===== config.mk =====
export PLATFORM = sky130hd
export DESIGN_NAME = wb_regfile
export DESIGN_NICKNAME = d
export VERILOG_FILES = /design/src/rtl/wb_regfile.sv
export SDC_FILE = /design/constraint.sdc
export NUM_CORES = 1
export LEC_CHECK = 0
export CORE_MARGIN = 5
export CORE_UTILIZATION = 40
export CTS_BUF_LIST = sky130_fd_sc_hd__clkbuf_8
export DETAILED_ROUTE_END_ITERATION = 10
export PLACE_DENSITY = 0.59
export SLEW_MARGIN = 30
export SYNTH_ARGS = -nofsm -noshare
export SYNTH_HDL_FRONTEND = slang
export SYNTH_SLANG_ARGS = --single-unit

===== constraint.sdc =====
create_clock -name clk -period 6 [get_ports clk]
set_clock_uncertainty 0.15 [all_clocks]
set_input_delay 1.2 -clock clk [delete_from_list [all_inputs] [get_ports clk]]
set_output_delay 1.2 -clock clk [all_outputs]
set_load 0.005 [all_outputs]

===== src/rtl/wb_regfile.sv =====
// Writeback stage of the 16-bit MIPS pipeline: selects the W-stage result, commits it to
// an 8-entry register file, and serves two bypassed decode read ports plus a debug port.
module wb_regfile #(
  parameter int DATA_WIDTH = 16,
  parameter int ADDR_WIDTH = 3,
  parameter int CNT_WIDTH  = 16
) (
  input  logic                  clk,
  input  logic                  rst_n,
  input  logic                  mem_to_reg_w,
  input  logic                  reg_write_w,
  input  logic [DATA_WIDTH-1:0] alu_result_w,
  input  logic [DATA_WIDTH-1:0] mem_data_w,
  input  logic [ADDR_WIDTH-1:0] rd_w,
  input  logic [ADDR_WIDTH-1:0] rs_addr,
  input  logic [ADDR_WIDTH-1:0] rt_addr,
  input  logic [ADDR_WIDTH-1:0] dbg_addr,
  output logic [DATA_WIDTH-1:0] rs_data,
  output logic [DATA_WIDTH-1:0] rt_data,
  output logic [DATA_WIDTH-1:0] dbg_data,
  output logic [DATA_WIDTH-1:0] wb_data,
  output logic                  wb_valid,
  output logic [CNT_WIDTH-1:0]  commit_count
);

  localparam int NUM_REGS = 2 ** ADDR_WIDTH;

  logic [DATA_WIDTH-1:0] regs_reg [NUM_REGS];
  logic [CNT_WIDTH-1:0]  count_reg;
  logic [CNT_WIDTH-1:0]  count_next;

  assign wb_data  = mem_to_reg_w ? mem_data_w : alu_result_w;
  // Gating on reg_write_w keeps an unknown mem_to_reg_w on bubbles away from the state.
  assign wb_valid = reg_write_w && (rd_w != '0);

  // r0 is a constant; only r1..r(N-1) carry storage.
  assign regs_reg[0] = '0;

  genvar gi;
  generate
    for (gi = 1; gi < NUM_REGS; gi++) begin : g_reg
      always_ff @(posedge clk or negedge rst_n) begin
        if (!rst_n) begin
          regs_reg[gi] <= '0;
        end else if (wb_valid && (rd_w == ADDR_WIDTH'(gi))) begin
          regs_reg[gi] <= wb_data;
        end
      end
    end
  endgenerate

  assign rs_data = (rs_addr == '0)                  ? '0      :
                   (wb_valid && (rd_w == rs_addr))  ? wb_data :
                                                      regs_reg[rs_addr];
  assign rt_data = (rt_addr == '0)                  ? '0      :
                   (wb_valid && (rd_w == rt_addr))  ? wb_data :
                                                      regs_reg[rt_addr];
  assign dbg_data = regs_reg[dbg_addr];

  always_comb begin
    count_next = count_reg;
    if (wb_valid && (count_reg != '1)) begin
      count_next = count_reg + 1'b1;
    end
  end

  always_ff @(posedge clk or negedge rst_n) begin
    if (!rst_n) begin
      count_reg <= '0;
    end else begin
      count_reg <= count_next;
    end
  end

  assign commit_count = count_reg;

endmodule


# Word level (Yosys, flattened, before mapping)
# Index checks and enable logic that the tools add are counted.
[totals] register_bits=128 latchBits=0 ramBits=0 mem_bits_ro=0 in_bits=48 mem_count=0
[op_classes] addsub=1 mul=0 div=0 magnitude_cmp=3 eq_ne=10 n_shift=0 n_mux=14 bitwise_logic=3 reduce_logical=14
[op_table] cell="two-way mux 16 bit" count=11
[op_table] cell="binary-select mux 16 bit (select 3 bit)" count=3
[op_table] cell="adder 16 x 1 -> 16 bit (second input constant)" count=1
[op_table] cell="inequality test 16 bit (second input constant)" count=1
[op_table] cell="== test 3 bit (second input constant)" count=4
[op_table] cell="greater-or-equal comparator 4 bit (second input constant)" count=3
[op_table] cell="NOT 3 -> 4 bit" count=3
[op_table] cell="logical AND 1 bit" count=11
[op_table] cell="== test 3 x 2 -> 1 bit (second input constant)" count=2
[op_table] cell="== test 3 bit" count=2
[op_table] cell="zero test 3 bit" count=2
[op_table] cell="== test 3 x 1 -> 1 bit (second input constant)" count=1
[op_table] cell="nonzero test 3 bit" count=1

# Depth between registers and ports, before layout
[logic_depth] word_depth=6 depth_mapped=7 depth_no_buf=5

# Least setup slack after synthesis
# OpenSTA, ideal clock, no wires.
[synth_path] kind="input -> output" startpoint="in rt_addr[2]" endpoint="out rt_data[10]" t_arrival_ps=2566 required_ps=4650 path_slack_ps=2084 cell_stages=7 n_path_buf=3 path_cell_list="clkbuf_1 buf_2 buf_2 mux2i_1 o22ai_1 a2111oi_0 a21oi_1"
[synth_between] elab_chain_len=6 word_cells_on_any_way=9
[synth_rtl] item="from (decl)" line="16" rtl="input logic [ADDR_WIDTH-1:0] rt_addr,"
[synth_rtl] item="NOT 3 -> 4 bit (not written as such)" line="57" rtl="regs_reg[rt_addr];"
[synth_rtl] item="binary-select mux 16 bit (select 3 bit)" line="57"
[synth_rtl] item="two-way mux 16 bit (not written as such) (2 in series)" line="57"
[synth_rtl] item="two-way mux 16 bit" line="56" rtl="(wb_valid && (rd_w == rt_addr)) ? wb_data :"
[synth_rtl] item="two-way mux 16 bit *" line="55" rtl="assign rt_data = (rt_addr == '0) ? '0 :"
[synth_rtl] item="to (decl)" line="19" rtl="output logic [DATA_WIDTH-1:0] rt_data,"
# Mark *: on every way between the ends. The rest lies on a longest branch, timed or not. The select of a mux whose other input is x is not followed.

# Final worst setup path
[layout_path] startpoint="in rd_w[2]" endpoint="out rt_data[2]"
[layout_between] elab_chain_len=5 word_cells_on_any_way=6
[layout_rtl] item="from (decl)" line="14" rtl="input logic [ADDR_WIDTH-1:0] rd_w,"
[layout_rtl] item="nonzero test 3 bit" line="34" rtl="assign wb_valid = reg_write_w && (rd_w != '0);"
[layout_rtl] item="logical AND 1 bit" line="34"
[layout_rtl] item="logical AND 1 bit *" line="56"
[layout_rtl] item="two-way mux 16 bit *" line="56"
[layout_rtl] item="two-way mux 16 bit *" line="55"
# Mark *: on every way between the ends. The rest lies on a longest branch, timed or not.

==> results.py <==
metrics = {
    "final_layout": {
        "final_nets": 1001,
        "multiInputGateArea_um2": 4360,
        "seq_area_um2": 3200,
        "num_antenna_cells": 0,
        "final_cell_mix": "dfrtp_1, clkdlybuf4s50_1, mux2i_1",
        "layout-drive-gt1-share_pct": 12.5,
        "final_common_cell": "dfrtp_1",
        "fill_cells": 1856,
        "area_delta_synth_final_pct": 26.1,
        "largest_reg_flops": 112,
    },
    "clock_network": {
        "cts_made_buffers": 17,
        "cts_sinks": 128,
        "clockRootBuffer": "clkbuf_8",
        "cts_resized": 0,
        "cts_tree": "built",
        "cts_max_level": 4,
        "clk_path_buf_depth": 2,
        "cts_hold_buf": 0,
        "clk_latency_ns": 0.45,
        "path_clk_slew_ns": 0.07,
        "cts_setup_buffers": 0,
    },
    "timing": {
        "setup_violations": 0,
        "holdWs_ns": 0.382,
        "worst_pin_slew_ns": 0.980,
        "fin_tns_setup_ns": 0,
        "fin_crit_sh_pct": 89.6,
        "fin_ws_ns": 0.622,
        "min_period_ns": 5.38,
        "hold_violations": 0,
        "drv_slew": 0,
        "clock.fmax_ghz": 0.186,
        "slew_headroom_pct": 34.5,
        "rsz0062_at_grt": "no",
    },
    "drt": {
        "drtIter0Drc": 476,
        "drc_errors": 0,
        "wire_per_inst_um": 20.5,
        "drtAntennaViolNets": 0,
        "wirelength_mm": 25.2,
        "viasPerCell": 5.70,
        "vias": 7015,
        "drtPass1Iterations": 7,
    },
    "setup_path": {
        "criticalPathCategory": "input port to primary output",
        "startpoint_type": "input port",
        "arrival_ns": 4.03,
        "cp.required_ns": 4.65,
        "worstPathMaxFanout": 31,
        "cp_cell_sequence": "clkdlybuf4s50_1 > o31ai_4 > nor4_4 > buf_4 > a2111oi_0 > a21oi_1 > clkdlybuf4s50_1",
        "crit_top_cell": "clkdlybuf4s50_1",
        "crit_path_max_incr_delay_ns": 0.66,
        "critPathCaptureType": "primary output",
        "slowest_stage": "clkdlybuf4s50_1",
    },
    "die": {
        "ios": 129,
        "die_h_um": 150,
        "rows": 51,
        "dieWidth_um": 150,
        "dieArea_um2": 22600,
        "initial_utilization_pct": 40.6,
        "core_um2": 19400,
    },
    "power_and_ir_drop": {
        "leakage_uw": 0.00427,
        "p_per_area_nw_per_um2": 299,
        "ir_drop_v": 0.000151,
    },
    "placed_design": {
        "gp_congestion": 0.798,
        "hpwl_mm": 16.4,
        "io_buffers": 128,
        "place_ws_ns": 0.657,
    },
    "logic_synthesis": {
        "avgSynthCellArea_um2": 9.32,
        "synthesis.area_um2": 7880,
        "yosysWarnings": 0,
        "ys.flop_type": "dfrtp_1",
        "yosysSeqAreaShare_pct": 40.7,
        "synth_cell_types": 39,
        "async_reset_ff_share_pct": 100,
        "syn_nets": 894,
        "synth_edf_count": 0,
        "ys_seq_elements": 128,
        "synthCells": 845,
    },
    "global_route": {
        "grt_pass1_wl_mm": 38.8,
        "grt_usage_pct": 22.5,
        "first_global_vias": 6703,
        "grt_overflow": 0,
        "antenna_found_initial": 0,
        "grt_start_max_net_pins": 52,
    },
    "hold_path": {
        "hold_class": "register to register",
    },
    "run": {
        "cap_violations": 0,
    },
    "run_status": {
        "status": "complete, no violations",
    },
}
[Yosys cell counts (5+ instances only)]
| cell | number | area share (%) |
|---|---|---|
| nor3_1 | 8 | 0.51 |
| nand2_1 | 96 | 4.6 |
| buf_2 | 26 | 1.7 |
| nand4_1 | 5 | 0.40 |
| clkbuf_1 | 44 | 2.1 |
| a21oi_1 | 79 | 5.0 |
| mux2_2 | 24 | 3.4 |
| mux2i_1 | 102 | 13 |
| o22ai_1 | 28 | 2.2 |
| dfrtp_1 | 128 | 41 |
| xor2_1 | 16 | 1.8 |
| nor2_1 | 87 | 4.1 |
| a2111oi_0 | 28 | 3.1 |
| mux4_2 | 20 | 5.7 |
| inv_1 | 18 | 0.86 |
| a22oi_1 | 17 | 1.6 |
| o21ai_0 | 83 | 5.3 |
[final cells by class]
| class | instances | share of cell area, % |
|---|---|---|
| clock buffer | 22 | 3.05 |
| clock inverter | 10 | 1.35 |
| inverter | 18 | 0.680 |
| multi-input combinational | 627 | 43.9 |
| sequential | 128 | 32.2 |
| tap | 265 | 3.34 |
| timing repair buffer | 160 | 15.5 |
[per-layer routing]
| metal | track usage (%) | vias to the layer above | wire length, um | part of all wire (%) |
|---|---|---|---|---|
| met4 | 7.18 | 0 | 575 | 2.3 |
| li1 | - | 3291 | - | - |
| met5 | 0 | - | 0 | 0 |
| met2 | 35.3 | 276 | 11800 | 47 |
| met3 | 4.88 | 41 | 1740 | 6.9 |
| met1 | 31.0 | 3407 | 11100 | 44 |
[path summary, 6_finish.rpt]
kind	start	depth (start not counted)	endpoint	slack [ns]
setup / recovery	rd_w[2]	7	rt_data[2]	0.62
hold reg to reg	regs_reg[29]$_DFFE_PN0P_	2	regs_reg[29]$_DFFE_PN0P_	0.38
min in group asynchronous	rst_n	1	regs_reg[52]$_DFFE_PN0P_	0.59
setup reg to reg	commit_count[0]$_DFFE_PN0P_	5	commit_count[14]$_DFFE_PN0P_	3.87
max in group asynchronous	rst_n	2	regs_reg[64]$_DFFE_PN0P_	3.99
hold / removal	regs_reg[29]$_DFFE_PN0P_	2	regs_reg[29]$_DFFE_PN0P_	0.38
[worst max-delay path, delay by kind of cell]
family,cells,cell delay [ns]
buf+inv,3,1.42
compound gates,3,1.29
simple gates,1,0.10
[through the flow]
stage / util (%) / cells / total power, uW / instance area (um2)
6_report: 51.2 / 1230 / 2970 / 9940
3_3_place_gp: 48.9 / 1197 / 2160 / 9490
4_1_cts: 51.2 / 1230 / 2990 / 9930
3_5_place_dp: 48.9 / 1198 / 2170 / 9500
2_1_floorplan: - / 845 / 1730 / 7880
5_1_grt: 51.2 / 1230 / 3160 / 9940
[cells by family (layout without fill, tap and decap cells)]
family,Yosys count,count (layout),synth area share (%)
mux,146,146,22.1
buf+inv,90,210,4.70
compound gates,241,241,18.1
simple gates,223,223,12.5
fa+ha+maj,1,1,0.159
flops,128,128,40.7
xor+xnor,16,16,1.78
[where the power goes]
| part | internal, uW | switching, uW | leakage, uW |
|---|---|---|---|
| logic | 503 | 404 | 0.00251 |
| registers | 1050 | 209 | 0.00154 |
| clock network | 463 | 350 | 0.000220 |
(Power assumes the default switching activity.)
